File: config.mk
export PLATFORM = sky130hd
export DESIGN_NAME = keypad_scanner
export DESIGN_NICKNAME = d
export VERILOG_FILES = /design/src/rtl/keypad_pkg.sv /design/src/rtl/kp_debounce.sv /design/src/rtl/keypad_scanner.sv
export SDC_FILE = /design/constraint.sdc
export NUM_CORES = 1
export LEC_CHECK = 0
export ABC_AREA = 1
export CORE_MARGIN = 2
export CORE_UTILIZATION = 47
export CTS_BUF_LIST = sky130_fd_sc_hd__clkbuf_16
export CTS_CLUSTER_SIZE = 16
export DETAILED_ROUTE_END_ITERATION = 10
export DONT_BUFFER_PORTS = 1
export PLACE_DENSITY = 0.63
export SLEW_MARGIN = 30
export SYNTH_ARGS = -nofsm -noshare
export SYNTH_HDL_FRONTEND = slang
export SYNTH_SLANG_ARGS = --single-unit
File: constraint.sdc
create_clock -name CLK -period 14.65 [get_ports CLK]
set_input_delay 2.93 -clock CLK [delete_from_list [all_inputs] [get_ports CLK]]
set_output_delay 2.93 -clock CLK [all_outputs]
set_load 0.05 [all_outputs]
File: src/rtl/keypad_pkg.sv
// Shared types and key decoding for the matrix keypad front end.
package keypad_pkg;

    // Debounce FSM states.
    typedef enum logic [1:0] {
        StIdle,
        StPressWait,
        StHeld,
        StRelWait
    } kp_state_e;

    // Classification of one completed 16-key scan.
    typedef enum logic [1:0] {
        ClsNone,
        ClsSingle,
        ClsMulti
    } kp_class_e;

    // Key indices, row r / column c -> r*4+c.
    localparam logic [3:0] K_1    = 4'd0;
    localparam logic [3:0] K_2    = 4'd1;
    localparam logic [3:0] K_3    = 4'd2;
    localparam logic [3:0] K_A    = 4'd3;
    localparam logic [3:0] K_4    = 4'd4;
    localparam logic [3:0] K_5    = 4'd5;
    localparam logic [3:0] K_6    = 4'd6;
    localparam logic [3:0] K_B    = 4'd7;
    localparam logic [3:0] K_7    = 4'd8;
    localparam logic [3:0] K_8    = 4'd9;
    localparam logic [3:0] K_9    = 4'd10;
    localparam logic [3:0] K_C    = 4'd11;
    localparam logic [3:0] K_STAR = 4'd12;
    localparam logic [3:0] K_0    = 4'd13;
    localparam logic [3:0] K_HASH = 4'd14;
    localparam logic [3:0] K_D    = 4'd15;

    // Levels handed to the lock controller.
    typedef struct packed {
        logic [9:0] key;
        logic       open;
        logic       close;
        logic       set;
    } kp_out_t;

    // Maps a key index to its output levels; '*', '#' and 'D' drive nothing.
    function automatic kp_out_t key_decode(input logic [3:0] idx);
        kp_out_t o;
        o = '0;
        case (idx)
            K_0:     o.key[0] = 1'b1;
            K_1:     o.key[1] = 1'b1;
            K_2:     o.key[2] = 1'b1;
            K_3:     o.key[3] = 1'b1;
            K_4:     o.key[4] = 1'b1;
            K_5:     o.key[5] = 1'b1;
            K_6:     o.key[6] = 1'b1;
            K_7:     o.key[7] = 1'b1;
            K_8:     o.key[8] = 1'b1;
            K_9:     o.key[9] = 1'b1;
            K_A:     o.open   = 1'b1;
            K_B:     o.close  = 1'b1;
            K_C:     o.set    = 1'b1;
            default: o        = '0;
        endcase
        return o;
    endfunction

endpackage

File: src/rtl/kp_debounce.sv
// Press/release debounce FSM, advanced once per completed keypad scan.
// Exposes the state and candidate the FSM takes at the coming edge so the
// parent can register its outputs in step with the state change.
module kp_debounce
    import keypad_pkg::*;
#(
    parameter int unsigned DEBOUNCE = 4
) (
    input  logic       clk_i,
    input  logic       reset_i,
    input  logic       scan_done_i,
    input  kp_class_e  class_i,
    input  logic [3:0] idx_i,
    output kp_state_e  state_next_o,
    output logic [3:0] cand_next_o
);

    localparam int unsigned     CntW   = $clog2(DEBOUNCE + 1);
    localparam logic [CntW-1:0] CntMax = CntW'(DEBOUNCE);
    localparam logic [CntW-1:0] CntOne = CntW'(1);

    kp_state_e       state_q, state_d;
    logic [3:0]      cand_q, cand_d;
    logic [CntW-1:0] cnt_q, cnt_d;
    logic [CntW-1:0] cnt_inc;
    logic            match;

    // MULTI and a different single key both count as "not the candidate".
    assign match   = (class_i == ClsSingle) && (idx_i == cand_q);
    assign cnt_inc = cnt_q + CntOne;

    // Next-state logic; only a scan-complete strobe can move the FSM.
    always_comb begin
        state_d = state_q;
        cand_d  = cand_q;
        cnt_d   = cnt_q;
        if (scan_done_i) begin
            case (state_q)
                StIdle: begin
                    if (class_i == ClsSingle) begin
                        cand_d = idx_i;
                        if (DEBOUNCE == 1) begin
                            state_d = StHeld;
                            cnt_d   = '0;
                        end else begin
                            state_d = StPressWait;
                            cnt_d   = CntOne;
                        end
                    end
                end
                StPressWait: begin
                    if (!match) begin
                        state_d = StIdle;
                        cnt_d   = '0;
                    end else if (cnt_inc == CntMax) begin
                        state_d = StHeld;
                        cnt_d   = '0;
                    end else begin
                        cnt_d = cnt_inc;
                    end
                end
                StHeld: begin
                    if (!match) begin
                        if (DEBOUNCE == 1) begin
                            state_d = StIdle;
                            cnt_d   = '0;
                        end else begin
                            state_d = StRelWait;
                            cnt_d   = CntOne;
                        end
                    end
                end
                StRelWait: begin
                    if (match) begin
                        state_d = StHeld;
                        cnt_d   = '0;
                    end else if (cnt_inc == CntMax) begin
                        state_d = StIdle;
                        cnt_d   = '0;
                    end else begin
                        cnt_d = cnt_inc;
                    end
                end
                default: begin
                    state_d = StIdle;
                    cnt_d   = '0;
                end
            endcase
        end
    end

    // FSM state, candidate key and run counter.
    always_ff @(posedge clk_i) begin
        if (reset_i) begin
            state_q <= StIdle;
            cand_q  <= '0;
            cnt_q   <= '0;
        end else begin
            state_q <= state_d;
            cand_q  <= cand_d;
            cnt_q   <= cnt_d;
        end
    end

    assign state_next_o = state_d;
    assign cand_next_o  = cand_d;

endmodule

File: src/rtl/keypad_scanner.sv
// 4x4 keypad scanner: column drive, row synchronizer, scan snapshot,
// classification, debounce and registered decode to lock command levels.
module keypad_scanner
    import keypad_pkg::*;
#(
    parameter int unsigned SCAN_DIV = 16,
    parameter int unsigned DEBOUNCE = 4
) (
    input  logic       CLK,
    input  logic       RESET,
    output logic [3:0] COL,
    input  logic [3:0] ROW,
    output logic [9:0] KEY,
    output logic       OPEN,
    output logic       CLOSE,
    output logic       SET,
    output logic       MULTI
);

    localparam int unsigned      SlotW    = $clog2(SCAN_DIV);
    localparam logic [SlotW-1:0] SlotLast = SlotW'(SCAN_DIV - 1);
    localparam logic [SlotW-1:0] SlotOne  = SlotW'(1);

    logic [3:0]       row_meta_q, row_sync_q;
    logic [SlotW-1:0] slot_q, slot_d;
    logic [1:0]       col_q, col_d;
    logic [15:0]      snap_q, snap_d;
    logic             multi_q, multi_d;
    kp_out_t          out_q, out_d;

    logic             capture;
    logic             scan_done;
    kp_class_e        scan_class;
    logic [3:0]       scan_idx;
    kp_state_e        db_state_next;
    logic [3:0]       db_cand_next;

    // Sample late in each column's slot so the rows have settled.
    assign capture   = (slot_q == SlotLast);
    assign scan_done = capture && (col_q == 2'd3);

    // Slot counter per column, column index wraps after column 3.
    always_comb begin
        slot_d = slot_q + SlotOne;
        col_d  = col_q;
        if (capture) begin
            slot_d = '0;
            col_d  = col_q + 2'd1;
        end
    end

    // Capture the pressed (inverted) rows of the driven column into the snapshot.
    always_comb begin
        logic [1:0] r_idx;
        snap_d = snap_q;
        r_idx  = '0;
        if (capture) begin
            for (int r = 0; r < 4; r++) begin
                r_idx = 2'(r);
                snap_d[{r_idx, col_q}] = ~row_sync_q[r];
            end
        end
    end

    // Classify the snapshot including the column captured this cycle.
    always_comb begin
        int unsigned hits;
        hits     = $countones(snap_d);
        scan_idx = '0;
        for (int i = 15; i >= 0; i--) begin
            if (snap_d[i]) scan_idx = 4'(i);
        end
        if (hits == 0)      scan_class = ClsNone;
        else if (hits == 1) scan_class = ClsSingle;
        else                scan_class = ClsMulti;
    end

    kp_debounce #(
        .DEBOUNCE (DEBOUNCE)
    ) u_debounce (
        .clk_i        (CLK),
        .reset_i      (RESET),
        .scan_done_i  (scan_done),
        .class_i      (scan_class),
        .idx_i        (scan_idx),
        .state_next_o (db_state_next),
        .cand_next_o  (db_cand_next)
    );

    // Output levels follow the debounce state the FSM is entering this edge.
    always_comb begin
        multi_d = multi_q;
        if (scan_done) multi_d = (scan_class == ClsMulti);
        out_d = '0;
        if (db_state_next inside {StHeld, StRelWait}) out_d = key_decode(db_cand_next);
    end

    // All scanner state; synchronizer resets to "all released".
    always_ff @(posedge CLK) begin
        if (RESET) begin
            row_meta_q <= 4'hF;
            row_sync_q <= 4'hF;
            slot_q     <= '0;
            col_q      <= '0;
            snap_q     <= '0;
            multi_q    <= 1'b0;
            out_q      <= '0;
        end else begin
            row_meta_q <= ROW;
            row_sync_q <= row_meta_q;
            slot_q     <= slot_d;
            col_q      <= col_d;
            snap_q     <= snap_d;
            multi_q    <= multi_d;
            out_q      <= out_d;
        end
    end

    assign COL   = ~(4'b0001 << col_q);
    assign KEY   = out_q.key;
    assign OPEN  = out_q.open;
    assign CLOSE = out_q.close;
    assign SET   = out_q.set;
    assign MULTI = multi_q;

endmodule
==> results_dict.tcl <==
set metrics [dict create \
    status "finished, final reports clean" \
    seq_area_frac_synth 0.386 \
    avgSynthCellArea_sq_um 7.64 \
    rsz0062_at_grt "no" \
    clk-insertion-delay-late_ns 0.29 \
    slew_viol_final 0 \
    fin_skew_ns 0.00886 \
    cts_hold_buf 0 \
    hold_path.class "register to register" \
    first_iter_violations 81 \
    hold_viol 0 \
    synth.distinct_cells 33 \
    syn2layout_area_growth_pct 8.32 \
    hpwl_um 3990 \
    grt_pass1_wl_um 9200 \
    cts_tree "done" \
    critPathTopFamily "adder cells" \
    cts_buffers 5 \
    peakVddDrop_mv 0.0767 \
    setup_viol 0 \
    wl_per_cell_um 11.7 \
    gr-total-overflow 0 \
    period_share 0.422 \
    synth-seq-cells 53 \
    start_util 0.494 \
    firstDrtPassIters 4 \
    worst_pin_slew_ns 0.609 \
    clockRootBuffer "clkbuf_16" \
    die_w_um 80.5 \
    synth_warnings 0 \
    cap_violations 0 \
    antenna_found_initial 0 \
    drive_gt1_frac 0.145 \
    power_density_mw_per_mm2 90.4 \
    crit_buf_inv 7 \
    crit_top_cell "inv_1" \
    wl_um 5120 \
    clk_pin_slew_ns 0.07 \
    dp_slack_ns 8.47 \
    cp_cell_sequence "inv_1, ha_1, inv_1, nor2_4, or2_2, o21ai_2, inv_1, fa_1, fa_1, inv_1, fa_1, inv_1, fa_1, ha_1, fa_1, nand2_1, inv_1, o21ai_0, nand4_1, nor3_1, o21ai_0, inv_1, nand4_1, nor3_2" \
    cpMaxStageDelayCell "fa_1" \
    syn_nets 388 \
    gp_congestion 0.811 \
    required_ns 14.87 \
    slew_headroom 0.591 \
    tns_ns 0 \
    critPathArrivalTime_ns 6.40 \
    max_freq_mhz 162 \
    grt_max_degree 32 \
    drc_errors 0 \
    slowest_delay_ns 0.52 \
    syn_inst 360 \
    io_buffer_count 0 \
    cts.sinks 53 \
    track_usage 0.182 \
    crit_type "register to register" \
    dieHeight_um 80.5 \
    post-cts-setup-buffer-count 0 \
    viasPerCell 4.75 \
    n_fill_cell 555 \
    diodes 0 \
    nets 392 \
    final_util 0.535 \
    cp-end-kind "register" \
    drtAntennaViolNets 0 \
    crit_fanout 7 \
    dieArea_sq_mm 0.00648 \
    first_global_vias 2027 \
    cts.repair.resized 0 \
    period_needed_ns 6.18 \
    core_sq_mm 0.00557 \
    synth_area_sq_mm 0.00275 \
    vias 2074 \
    leakage_nw 1.50 \
    cts_buffer_depth 2 \
    worst_slack_ns 8.47 \
    ioPinCount 24 \
    h-tree-depth 2 \
    power_mw 0.269 \
    startpoint_type "register" \
    core.rowCount 27 \
]
[worst reg2reg max path, stage by stage, from the launching register on]
cell     delay (ns)
dfxtp_1        0.36
inv_1          0.08
ha_1           0.18
inv_1          0.38
nor2_4         0.12
or2_2          0.30
o21ai_2        0.09
inv_1          0.09
fa_1           0.52
fa_1           0.50
inv_1          0.06
fa_1           0.50
inv_1          0.05
fa_1           0.44
ha_1           0.22
fa_1           0.38
nand2_1        0.08
inv_1          0.04
o21ai_0        0.19
nand4_1        0.15
nor3_1         0.50
o21ai_0        0.32
inv_1          0.18
nand4_1        0.20
nor3_2         0.15
[placed cells by master (no fill, tap or decap)]
| cell type | count |
|---|---|
| fa_1 | 10 |
| nand2_4 | 1 |
| ha_1 | 12 |
| nor2_2 | 4 |
| nor3_2 | 2 |
| o21ai_1 | 2 |
| clkbuf_16 | 5 |
| a31oi_1 | 1 |
| nor2_4 | 3 |
| inv_6 | 2 |
| o22ai_1 | 1 |
| o21ai_2 | 7 |
| nor3_1 | 4 |
| nand3_4 | 1 |
| o21a_1 | 3 |
| nand3_1 | 11 |
| or2_2 | 11 |
| inv_2 | 5 |
| clkinvlp_4 | 1 |
| dfxtp_1 | 53 |
| a21oi_2 | 1 |
| o21bai_1 | 2 |
| clkinv_2 | 2 |
| o21ai_0 | 11 |
| o21a_2 | 1 |
| xor2_1 | 2 |
| nand3b_1 | 2 |
| nand2_2 | 5 |
| nand3_2 | 2 |
| nand4_1 | 6 |
| nand2_1 | 75 |
| xnor2_1 | 1 |
| a21oi_1 | 6 |
| nor2_1 | 52 |
| inv_1 | 58 |
[flip-flops by register name, indices dropped and copies added (netlist names)]
register	count
slot_q	4
u_debounce.cnt_q	3
SET	1
row_sync_q	4
OPEN	1
col_q	2
KEY	10
CLOSE	1
u_debounce.state_q	2
MULTI	1
row_meta_q	4
snap_q	16
u_debounce.cand_q	4
[worst paths after layout]
check,startpoint,end,slack [ns],depth (start not counted)
min reg2reg,row_meta_q[0],row_sync_q[0],0.41,1
max,col_q[1],KEY[5],8.47,24
max reg2reg,col_q[1],KEY[5],8.47,24
min,row_meta_q[0],row_sync_q[0],0.41,1
[cells by family (layout without fill, tap and decap cells)]
family                   after synthesis  in the layout  share of synthesized area
AND/OR/NAND/NOR                      179            179                      0.302
buffers and inverters                 68             73                     0.0937
flip-flops                            53             53                      0.386
AO/OA/AOI/OAI                         35             35                     0.0814
adder cells (fa/ha/maj)               22             22                      0.127
XOR/XNOR                               3              3                    0.00955
[layer usage]
layer	vias up	GRT usage	share of wire
li1	1111	-	-
met1	920	0.233	0.48
met2	37	0.309	0.47
met3	6	0.0427	0.041
met4	0	0.0475	0.0074
met5	-	0	0
[per-stage QoR]
| stage | cell area (sq um) | hold WS [ns] | instances |
|---|---|---|---|
| 3_3_place_gp | 2830 | 0.392 | 429 |
| 4_1_cts | 2980 | 0.409 | 437 |
| 3_5_place_dp | 2830 | 0.392 | 429 |
| 6_report | 2980 | 0.409 | 437 |
| 5_1_grt | 2980 | 0.425 | 437 |
| 2_1_floorplan | 2750 | 0.389 | 360 |
[cell usage after synthesis]
cell / instances / area [sq um]
fa_1: 10 / 200
dfxtp_1: 53 / 1060
o21bai_1: 2 / 15.0
clkinv_2: 2 / 10.0
nor2_4: 3 / 33.8
inv_1: 58 / 218
or2_2: 11 / 68.8
a31oi_1: 1 / 6.26
o21a_2: 1 / 8.76
nand3b_1: 2 / 15.0
o21ai_2: 7 / 61.3
xnor2_1: 1 / 8.76
nor3_2: 2 / 20.0
nor2_2: 4 / 25.0
nor3_1: 4 / 20.0
a21oi_1: 6 / 30.0
nand2_4: 1 / 11.3
clkbuf_1: 3 / 11.3
o21ai_0: 11 / 55.1
a21oi_2: 1 / 8.76
xor2_1: 2 / 17.5
ha_1: 12 / 150
o21ai_1: 2 / 10.0
inv_2: 5 / 18.8
o21a_1: 3 / 22.5
nand4_1: 6 / 37.5
nand2_1: 75 / 282
nand3_1: 11 / 55.1
nand3_4: 1 / 17.5
o22ai_1: 1 / 6.26
nand3_2: 2 / 20.0
nor2_1: 52 / 195
nand2_2: 5 / 31.3
[report_power, final]
group | switching, mW | internal (mW)
clock network | 0.0546 | 0.0646
logic | 0.00168 | 0.00152
registers | 0.00119 | 0.146
total | 0.0575 | 0.212
[cell type report]
cell class,instances,area [sq um],share of cell area
clock inverters,3,25.0,0.00840
multi-input cells,239,1430,0.481
flip-flops and latches,53,1060,0.356
inverters,65,246,0.0827
well taps,72,90.1,0.0302
clock buffers,5,125,0.0420
No activity file was read; power rests on OpenSTA's default activity.
